## config.mk

```make
export PLATFORM = sky130hd
export DESIGN_NAME = bus_arbiter
export DESIGN_NICKNAME = d
export VERILOG_FILES = /design/src/rtl/bus_arbiter.sv
export SDC_FILE = /design/constraint.sdc
export NUM_CORES = 1
export LEC_CHECK = 0
export ABC_AREA = 0
export CORE_ASPECT_RATIO = 1.75
export CORE_MARGIN = 3
export CORE_UTILIZATION = 36
export DETAILED_ROUTE_END_ITERATION = 7
export GPL_TIMING_DRIVEN = 0
export PLACE_DENSITY = 0.77
export SYNTH_ARGS = -nofsm -noshare
export SYNTH_HDL_FRONTEND = slang
export SYNTH_SLANG_ARGS = --single-unit
```

## constraint.sdc

```tcl
create_clock -name clk -period 1.8 [get_ports clk]
set_clock_uncertainty 0.05 [all_clocks]
set_input_delay 0.36 -clock clk [delete_from_list [all_inputs] [get_ports clk]]
set_output_delay 0.36 -clock clk [all_outputs]
set_load 0.02 [all_outputs]
```

## src/rtl/bus_arbiter.sv

```systemverilog
// -----------------------------------------------------------------------------
// bus_arbiter
//
// Shares one asynchronous SRAM between the instruction-fetch port and the
// data-memory port of the pipeline. Only one SRAM access is in flight at a
// time. The data port has priority over the fetch port whenever both request
// while the arbiter is idle.
//
// Every access runs IDLE -> RD/WR (WAIT_CYCLES+1 cycles) -> DONE (1 cycle)
// -> IDLE. The completion pulse goes to the granted requester during DONE.
// A flush seen during an access lets the SRAM cycle finish cleanly but
// suppresses the ack and the read-data update.
//
// Parameters
//   WAIT_CYCLES        extra SRAM access cycles beyond the first (0..7)
//
// Ports
//   clk, rst           clock, synchronous active-high reset
//   flush              pipeline flush from the pipeline controller
//   if_req, if_addr    fetch read request and byte address
//   if_rdata, if_ack   fetched word and one-cycle completion pulse
//   mem_req, mem_we, mem_sel, mem_addr, mem_wdata
//                      data request, write enable, byte lanes, address, data
//   mem_rdata, mem_ack loaded word and one-cycle completion pulse
//   stallreq_from_if   fetch port waiting for its ack
//   stallreq_from_mem  data port waiting for its ack
//   sram_addr          SRAM word address (byte address bits 21:2)
//   sram_dq_o/_oe/_i   SRAM data bus out, output enable, data bus in
//   sram_ce_n, sram_oe_n, sram_we_n, sram_be_n
//                      active-low SRAM strobes and byte enables
// -----------------------------------------------------------------------------
module bus_arbiter #(
  parameter int WAIT_CYCLES = 1
) (
  input  logic        clk,
  input  logic        rst,
  input  logic        flush,

  input  logic        if_req,
  input  logic [31:0] if_addr,
  output logic [31:0] if_rdata,
  output logic        if_ack,

  input  logic        mem_req,
  input  logic        mem_we,
  input  logic [3:0]  mem_sel,
  input  logic [31:0] mem_addr,
  input  logic [31:0] mem_wdata,
  output logic [31:0] mem_rdata,
  output logic        mem_ack,

  output logic        stallreq_from_if,
  output logic        stallreq_from_mem,

  output logic [19:0] sram_addr,
  output logic [31:0] sram_dq_o,
  output logic        sram_dq_oe,
  input  logic [31:0] sram_dq_i,
  output logic        sram_ce_n,
  output logic        sram_oe_n,
  output logic        sram_we_n,
  output logic [3:0]  sram_be_n
);

  typedef enum logic [1:0] {
    IDLE,
    RD,
    WR,
    DONE
  } state_t;

  localparam logic [2:0] WAIT_INIT = 3'(WAIT_CYCLES);

  state_t     state;
  logic       grant_mem;
  logic       drop;
  logic [2:0] wait_cnt;

  // Only the word-address slice of each byte address reaches the SRAM.
  logic unused_addr_bits;
  assign unused_addr_bits = ^{if_addr[31:22], if_addr[1:0],
                              mem_addr[31:22], mem_addr[1:0]};

  // A requester stalls the pipeline until the cycle its ack is high.
  assign stallreq_from_if  = if_req  & ~if_ack;
  assign stallreq_from_mem = mem_req & ~mem_ack;

  // Arbitration FSM. All SRAM pins are driven from registers loaded here,
  // so the pins change only on clock edges and never follow the request
  // inputs combinationally. The address, lanes and write data loaded at
  // grant time stay put for the whole access, which is what makes later
  // changes on the request inputs harmless.
  always_ff @(posedge clk) begin
    if (rst) begin
      state      <= IDLE;
      grant_mem  <= 1'b0;
      drop       <= 1'b0;
      wait_cnt   <= 3'd0;
      if_ack     <= 1'b0;
      mem_ack    <= 1'b0;
      if_rdata   <= 32'h0;
      mem_rdata  <= 32'h0;
      sram_addr  <= 20'h0;
      sram_dq_o  <= 32'h0;
      sram_dq_oe <= 1'b0;
      sram_ce_n  <= 1'b1;
      sram_oe_n  <= 1'b1;
      sram_we_n  <= 1'b1;
      sram_be_n  <= 4'hF;
    end else begin
      if_ack  <= 1'b0;
      mem_ack <= 1'b0;

      case (state)
        IDLE: begin
          drop <= 1'b0;
          if (!flush && (mem_req || if_req)) begin
            wait_cnt  <= WAIT_INIT;
            sram_ce_n <= 1'b0;
            if (mem_req) begin
              grant_mem <= 1'b1;
              sram_addr <= mem_addr[21:2];
              if (mem_we) begin
                state      <= WR;
                sram_we_n  <= 1'b0;
                sram_oe_n  <= 1'b1;
                sram_be_n  <= ~mem_sel;
                sram_dq_oe <= 1'b1;
                sram_dq_o  <= mem_wdata;
              end else begin
                state      <= RD;
                sram_oe_n  <= 1'b0;
                sram_we_n  <= 1'b1;
                sram_be_n  <= 4'h0;
                sram_dq_oe <= 1'b0;
              end
            end else begin
              grant_mem  <= 1'b0;
              sram_addr  <= if_addr[21:2];
              state      <= RD;
              sram_oe_n  <= 1'b0;
              sram_we_n  <= 1'b1;
              sram_be_n  <= 4'h0;
              sram_dq_oe <= 1'b0;
            end
          end
        end

        // The flush input is folded in directly on the final cycle so a
        // flush arriving exactly then still suppresses the ack and capture.
        RD, WR: begin
          if (flush) begin
            drop <= 1'b1;
          end
          if (wait_cnt == 3'd0) begin
            state      <= DONE;
            sram_ce_n  <= 1'b1;
            sram_oe_n  <= 1'b1;
            sram_we_n  <= 1'b1;
            sram_be_n  <= 4'hF;
            sram_dq_oe <= 1'b0;
            if (!(drop || flush)) begin
              if (grant_mem) begin
                mem_ack <= 1'b1;
              end else begin
                if_ack <= 1'b1;
              end
              if (state == RD) begin
                if (grant_mem) begin
                  mem_rdata <= sram_dq_i;
                end else begin
                  if_rdata <= sram_dq_i;
                end
              end
            end
          end else begin
            wait_cnt <= wait_cnt - 3'd1;
          end
        end

        // No grant here: pending requests are re-arbitrated in the
        // following IDLE cycle, so the data port keeps its priority.
        DONE: begin
          state <= IDLE;
          drop  <= 1'b0;
        end

        default: begin
          state <= IDLE;
        end
      endcase
    end
  end

endmodule

```

==> flow_metrics.env, run 1 <==
export IMPL_postCtsHoldBufs=0
export IMPL_fmax_ghz=0.563
export IMPL_rsz0062_at_grt="yes"
export IMPL_grt_ovfl_total=0
export IMPL_layout_drive_gt1_share=0.137
export IMPL_viasPerCell=4.75
export IMPL_async_flop_share=0
export IMPL_seq_area_mm2=0.00267
export IMPL_cts_clk_slew_worst_paths_ns=0.06
export IMPL_cp_end_kind="flop"
export IMPL_wl_per_cell_um=15.4
export IMPL_setup_ws_ns=0.0246
export IMPL_design_area_mm2=0.00889
export IMPL_path_cells="inv_4, ha_4, and3b_1, buf_6, and4_1, buf_6, buf_8, nand2_1, a21oi_1"
export IMPL_min_period_over_period=0.986
export IMPL_wl_um=16500
export IMPL_diodes=0
export IMPL_clk_latency_ns=0.41
export IMPL_rr_worst_depth=9
export IMPL_synthToLayoutAreaGrowth_pct=74.8
export IMPL_ioPinCount=266
export IMPL_dr_pass1_iters=4
export IMPL_numCtsBuffers=17
export IMPL_start_util=0.374
export IMPL_start_kind="flop"
export IMPL_synth_flop_cell="dfxtp_1"
export IMPL_leakagePower_nw=4.38
export IMPL_die_area_mm2=0.0156
export IMPL_nets=1027
export IMPL_cts_tree="yes"
export IMPL_ys_warn_count=0
export IMPL_drc_errors=0
export IMPL_ant_nets=0
export IMPL_period_minus_slack_ns=1.78
export IMPL_synthTopCellsByArea="dfxtp_1, nand2_1, a21oi_1"
export IMPL_grt_max_degree=17
export IMPL_multi_input_area_mm2=0.00229
export IMPL_synth_top_area_frac=0.523
export IMPL_cts_htree_levels=4
export IMPL_fin_util=0.654
export IMPL_core_area_mm2=0.0136
export IMPL_syn_mean_instance_area_um2=8.32
export IMPL_power_mw=10.1
export IMPL_crit_type="flop to flop"
export IMPL_path_max_fanout=10
export IMPL_synth_cell_types=38
export IMPL_vdd_drop_max_uv=716
export IMPL_worstMarginPinSlew_ns=0.626
export IMPL_cpMaxStageDelayCell="dfxtp_2"
export IMPL_relSlewSlack=0.582
export IMPL_place_area_mm2=0.00770
export IMPL_critPathMaxStageDelay_ns=0.35
export IMPL_dp_worst_setup_slack_ns=-0.325
export IMPL_final_max_slew_violation_count=0
export IMPL_ys_ff_latch=133
export IMPL_die_h_um=163
export IMPL_layoutNonFillerInstCount=1071
export IMPL_cts_num_sinks=133
export IMPL_antenna_found_initial=0
export IMPL_fp_dieW_um=95.9
export IMPL_syn_instance_count=611
export IMPL_critical_path_most_common_cell="buf_6"
export IMPL_yosysSeqAreaShare=0.523
export IMPL_dp_hpwl_um=11900
export IMPL_whs_ns=0.341
export IMPL_gp_congestion=0.820
export IMPL_hp_class="input pin to flop"
export IMPL_final_setup_tns_ns=0
export IMPL_vias=5086
export IMPL_hold_path_depth=2
export IMPL_rows=56
export IMPL_synth_top_area_cell="dfxtp_1"
export IMPL_synth_area_mm2=0.00509
export IMPL_arrival_ns=2.05
export IMPL_maxCapViolCount=0
export IMPL_synthesis_nets=754
export IMPL_clock_root_buffer="clkbuf_16"
export IMPL_grt_pass1_wl_um=24500
export IMPL_fillers=1124
export IMPL_place_inst=1024
export IMPL_grt_pass1_vias=4885
export IMPL_status="finished clean"
export IMPL_power_density_mw_per_mm2=1130
export IMPL_setup_violations=0
export IMPL_grt_total_usage=0.202
export IMPL_synth_edf_count=0
export IMPL_finalHoldViolations=0
export IMPL_critPathRequiredTime_ns=2.07
export IMPL_drtIter0Drc=160
export IMPL_clk_path_buf_depth=2
export IMPL_io_buffers=239
-- layout make-up --
cell class / count / share of cell area
well taps: 174 / 0.0245
clock inverters: 14 / 0.0211
plain buffers: 46 / 0.0410
multi-input cells: 425 / 0.258
repair buffers: 254 / 0.302
inverters: 7 / 0.00352
clock buffers: 18 / 0.0494
flip-flops and latches: 133 / 0.300
-- cell usage after synthesis, types with 2 or more instances --
| cell type | n |
|---|---|
| nor2_1 | 30 |
| nand2_1 | 194 |
| nor2b_1 | 4 |
| a21oi_1 | 105 |
| buf_6 | 6 |
| o211ai_1 | 2 |
| clkbuf_1 | 17 |
| buf_2 | 17 |
| nor3_1 | 7 |
| dfxtp_1 | 133 |
| a211oi_1 | 20 |
| nand2b_1 | 4 |
| ha_1 | 5 |
| buf_4 | 6 |
| nand3_1 | 3 |
| a2bb2oi_1 | 2 |
| mux2i_1 | 22 |
| inv_2 | 2 |
| o21ai_0 | 9 |
| inv_1 | 5 |
-- power breakdown --
part           leakage (nW)  switching (mW)  internal (mW)
combinational          3.00            1.60           1.44
clock                 0.304            1.38           2.26
sequential             1.08           0.149           3.26
-- layer usage --
| metal | vias up | wire length, µm | GRT usage |
|---|---|---|---|
| li1 | 2586 | - | - |
| met5 | - | 0 | 0 |
| met4 | 0 | 503 | 0.0868 |
| met2 | 167 | 9180 | 0.373 |
| met1 | 2303 | 5860 | 0.207 |
| met3 | 30 | 914 | 0.0539 |
-- worst paths after layout --
check	startpoint	endpoint	slack, ns
setup / recovery	state[1]$_SDFFE_PP0P_	mem_rdata[13]$_SDFFE_PP0P_	0.02
hold / removal	rst	sram_we_n$_SDFFE_PP1P_	0.34
setup reg to reg	state[1]$_SDFFE_PP0P_	mem_rdata[13]$_SDFFE_PP0P_	0.02
hold reg to reg	mem_rdata[24]$_SDFFE_PP0P_	mem_rdata[24]$_SDFFE_PP0P_	0.40
-- cell usage in the layout, fill, tap and decap left out, drive strengths merged, types with 4 or more instances in the layout --
cell,n
nand2b,4
o21ai,9
a211oi,20
inv,13
dfxtp,133
nor2,31
mux2i,23
ha,5
clkinv,4
clkbuf,39
dlymetal6s2s,69
nand2,194
nor2b,4
a21oi,105
clkdlybuf4s50,152
dlygate4sd2,17
nor3,8
buf,41
-- state kept, by name, indices dropped and copies added, names as in the netlist --
register / count
sram_be_n: 4
wait_cnt: 3
drop: 1
grant_mem: 1
mem_rdata: 32
sram_ce_n: 1
mem_ack: 1
sram_we_n: 1
sram_dq_oe: 1
sram_oe_n: 1
sram_dq_o: 32
if_rdata: 32
state: 2
if_ack: 1
sram_addr: 20
-- worst max-delay path: cells and delay by family, from the launching register on --
family	cells	cell delay [ns]
flops	1	0.35
fa+ha+maj	1	0.26
compound gates	1	0.14
simple gates	3	0.44
buf+inv	4	0.45
-- kinds of logic (layout without fill, tap and decap cells) --
kind of cell | count (synthesis) | in the layout | synth area share
and+or+nand+nor | 252 | 252 | 0.201
adders and majority gates | 5 | 5 | 0.0123
DFF | 133 | 133 | 0.523
muxes | 23 | 23 | 0.0460
buffers and inverters | 53 | 339 | 0.0566
AOI/OAI and AO/OA | 145 | 145 | 0.161
-- timing repair --
item | 4_1_cts | 5_1_grt
gates cloned | 2 | 2
pin swaps | 2 | 8
gates resized for setup | 36 | 140
endpoints found under the setup margin | 135 | 189
setup buffers | 3 | 8
(Power assumes the default switching activity.)
==> run 2, diff against run 1 <==
--- a/config.mk
+++ b/config.mk
@@ -9,6 +9,7 @@
 export CORE_ASPECT_RATIO = 1.75
 export CORE_MARGIN = 3
 export CORE_UTILIZATION = 36
+export CTS_CLUSTER_DIAMETER = 100
 export DETAILED_ROUTE_END_ITERATION = 7
 export GPL_TIMING_DRIVEN = 0
 export PLACE_DENSITY = 0.77
==> results of run 2 <==
Final layout, timing and power as in run 1 (identical DEF).
==> run 3, diff against run 2 <==
--- a/config.mk
+++ b/config.mk
@@ -6,13 +6,15 @@
 export NUM_CORES = 1
 export LEC_CHECK = 0
 export ABC_AREA = 0
+export CELL_PAD_IN_SITES_DETAIL_PLACEMENT = 1
+export CELL_PAD_IN_SITES_GLOBAL_PLACEMENT = 2
 export CORE_ASPECT_RATIO = 1.75
 export CORE_MARGIN = 3
-export CORE_UTILIZATION = 36
+export CORE_UTILIZATION = 19
 export CTS_CLUSTER_DIAMETER = 100
 export DETAILED_ROUTE_END_ITERATION = 7
 export GPL_TIMING_DRIVEN = 0
-export PLACE_DENSITY = 0.77
+export PLACE_DENSITY_LB_ADDON = 0.1
 export SYNTH_ARGS = -nofsm -noshare
 export SYNTH_HDL_FRONTEND = slang
 export SYNTH_SLANG_ARGS = --single-unit
==> flow_metrics.env, run 3 (synthesis results as in run 1) <==
export IMPL_min_period_over_period=1.03
export IMPL_wl_per_cell_um=18.0
export IMPL_wl_um=22000
export IMPL_io_buffers=239
export IMPL_numCtsBuffers=17
export IMPL_cpMaxStageDelayCell="dfxtp_2"
export IMPL_fmax_ghz=0.540
export IMPL_holdPathEnd="sram_addr[14]$_SDFFE_PP0P_"
export IMPL_reg2reg_from="state[1]$_SDFFE_PP0P_"
export IMPL_clk_path_buf_depth=2
export IMPL_vias=5340
export IMPL_synthToLayoutAreaGrowth_pct=78.5
export IMPL_gp_congestion=0.746
export IMPL_die_area_mm2=0.0288
export IMPL_r2r_slack_ns=-0.05
export IMPL_place_area_mm2=0.00788
export IMPL_ioPinCount=266
export IMPL_reg_top3="if_rdata: 32 flops, mem_rdata: 32 flops, sram_dq_o: 32 flops"
export IMPL_clock_root_buffer="clkbuf_16"
export IMPL_fin_util=0.347
export IMPL_die_h_um=222
export IMPL_design_area_mm2=0.00908
export IMPL_grt_max_degree=17
export IMPL_grt_pass1_vias=5834
export IMPL_cts_htree_levels=4
export IMPL_grt_pass1_wl_um=32200
export IMPL_cts_num_sinks=133
export IMPL_final_max_slew_violation_count=0
export IMPL_finalHoldViolations=0
export IMPL_critPathMaxStageDelay_ns=0.35
export IMPL_fillers=3065
export IMPL_power_density_mw_per_mm2=1120
export IMPL_dp_hpwl_um=16500
export IMPL_period_minus_slack_ns=1.85
export IMPL_drtIter0Drc=123
export IMPL_hp_start="mem_req"
export IMPL_crit_type="flop to flop"
export IMPL_path_max_fanout=8
export IMPL_cts_tree="yes"
export IMPL_final_setup_tns_ns=-0.918
export IMPL_relSlewSlack=0.462
export IMPL_violations="negative setup slack"
export IMPL_critPathRequiredTime_ns=2.10
export IMPL_leakagePower_nw=3.94
export IMPL_rows=78
export IMPL_core_area_mm2=0.0262
export IMPL_hp_class="input pin to flop"
export IMPL_fp_dieW_um=130
export IMPL_antenna_found_initial=0
export IMPL_clk_latency_ns=0.42
export IMPL_vdd_drop_max_uv=637
export IMPL_status="complete, but fails checks"
export IMPL_nets=1029
export IMPL_drc_errors=0
export IMPL_power_mw=10.1
export IMPL_setup_violations=44
export IMPL_start_kind="flop"
export IMPL_start_util=0.194
export IMPL_hold_path_depth=3
export IMPL_final_common_cell="nand2_1"
export IMPL_grt_total_usage=0.145
export IMPL_worstMarginPinSlew_ns=0.807
export IMPL_cp_end_kind="flop"
export IMPL_viasPerCell=4.39
export IMPL_diodes=0
export IMPL_timing_rr_end="if_rdata[19]$_SDFFE_PP0P_"
export IMPL_maxCapViolCount=0
export IMPL_setup_ws_ns=-0.0518
export IMPL_dr_pass1_iters=4
export IMPL_rsz0062_at_grt="yes"
export IMPL_arrival_ns=2.15
export IMPL_cts_clk_slew_worst_paths_ns=0.06
export IMPL_crit_family="simple AND/OR/NAND/NOR gates"
export IMPL_rr_worst_depth=8
export IMPL_grt_ovfl_total=0
export IMPL_layout_drive_gt1_share=0.191
export IMPL_path_buf_inv=3
export IMPL_ant_nets=0
export IMPL_path_cells="inv_4, ha_4, and3b_2, and4b_1, buf_8, clkbuf_16, nand2_1, a21oi_1"
export IMPL_layout_common_cells="nand2_1, dfxtp_1, dlygate4sd2_1"
==> run 3: cell count changes in the layout (fill, tap and decap cells not counted), moves of 5 or more <==
cell	delta
buf_4	+5
a21oi_2	+20
nand2_1	-27
buf_6	-9
dlymetal6s2s_1	-61
a21oi_1	-20
nand2_2	+13
inv_6	-5
dlygate4sd2_1	+102
clkdlybuf4s50_1	-41
nand2_4	+14
==> run 3: worst max path at each step <==
stage	startpoint	end	slack (ns)	depth (start not counted)
after floorplan	state[0]$_SDFFE_PP0P_	if_rdata[0]$_SDFFE_PP0P_	0.08	9
after global placement	mem_we	sram_dq_o[11]$_SDFFE_PP0P_	-0.41	6
after detailed placement	mem_we	sram_dq_o[21]$_SDFFE_PP0P_	-0.50	6
after CTS	state[0]$_SDFFE_PP0P_	sram_dq_o[3]$_SDFFE_PP0P_	-0.006	8
after global routing	state[0]$_SDFFE_PP0P_	if_rdata[19]$_SDFFE_PP0P_	-0.12	8
final	state[1]$_SDFFE_PP0P_	if_rdata[19]$_SDFFE_PP0P_	-0.05	8
==> run 3: stage by stage <==
| stage | hold slack, ns | setup WS, ns | instances |
|---|---|---|---|
| after global placement | 0.393 | -0.413 | 1170 |
| after CTS | 0.320 | -0.00623 | 1208 |
| after global routing | 0.341 | -0.124 | 1217 |
| after floorplan | 0.410 | 0.0833 | 611 |
| final | 0.335 | -0.0518 | 1217 |
| after detailed placement | 0.401 | -0.497 | 1170 |
==> run 3: worst min-delay path: cells and delay by family <==
kind	cells	cell delay, ns
mux	1	0.15
buf+inv	1	0.16
compound gates	1	0.08
==> run 3: cell type report <==
class,instances,area (µm²),share of cell area
sequential,133,2670,0.294
buffer,45,343,0.0378
inverter,7,31.3,0.00345
timing repair buffer,257,2510,0.276
tap,320,400,0.0441
clock buffer,20,457,0.0503
clock inverter,10,155,0.0171
multi-input combinational,425,2520,0.277
==> run 3: power breakdown <==
part / switching, mW / internal, mW / total (mW)
sequential: 0.161 / 3.26 / 3.42
combinational: 1.71 / 1.34 / 3.05
clock: 1.32 / 2.36 / 3.68
total: 3.18 / 6.96 / 10.1
==> run 3: repair_timing <==
| action | CTS | global route |
|---|---|---|
| buffers inserted | 8 | 3 |
| hold buffers | 0 | 0 |
| gates resized for setup | 149 | 122 |
| pin swaps | 3 | 44 |
| endpoints found under the setup margin | 237 | 120 |
| gates cloned | 1 | 6 |
==> run 3: metal layers <==
| metal | vias to the layer above | track usage | wire length, µm |
|---|---|---|---|
| met1 | 2585 | 0.135 | 7280 |
| met4 | 0 | 0.0550 | 502 |
| met5 | - | 0 | 0 |
| met2 | 150 | 0.286 | 13000 |
| met3 | 25 | 0.0416 | 1200 |
| li1 | 2580 | - | - |
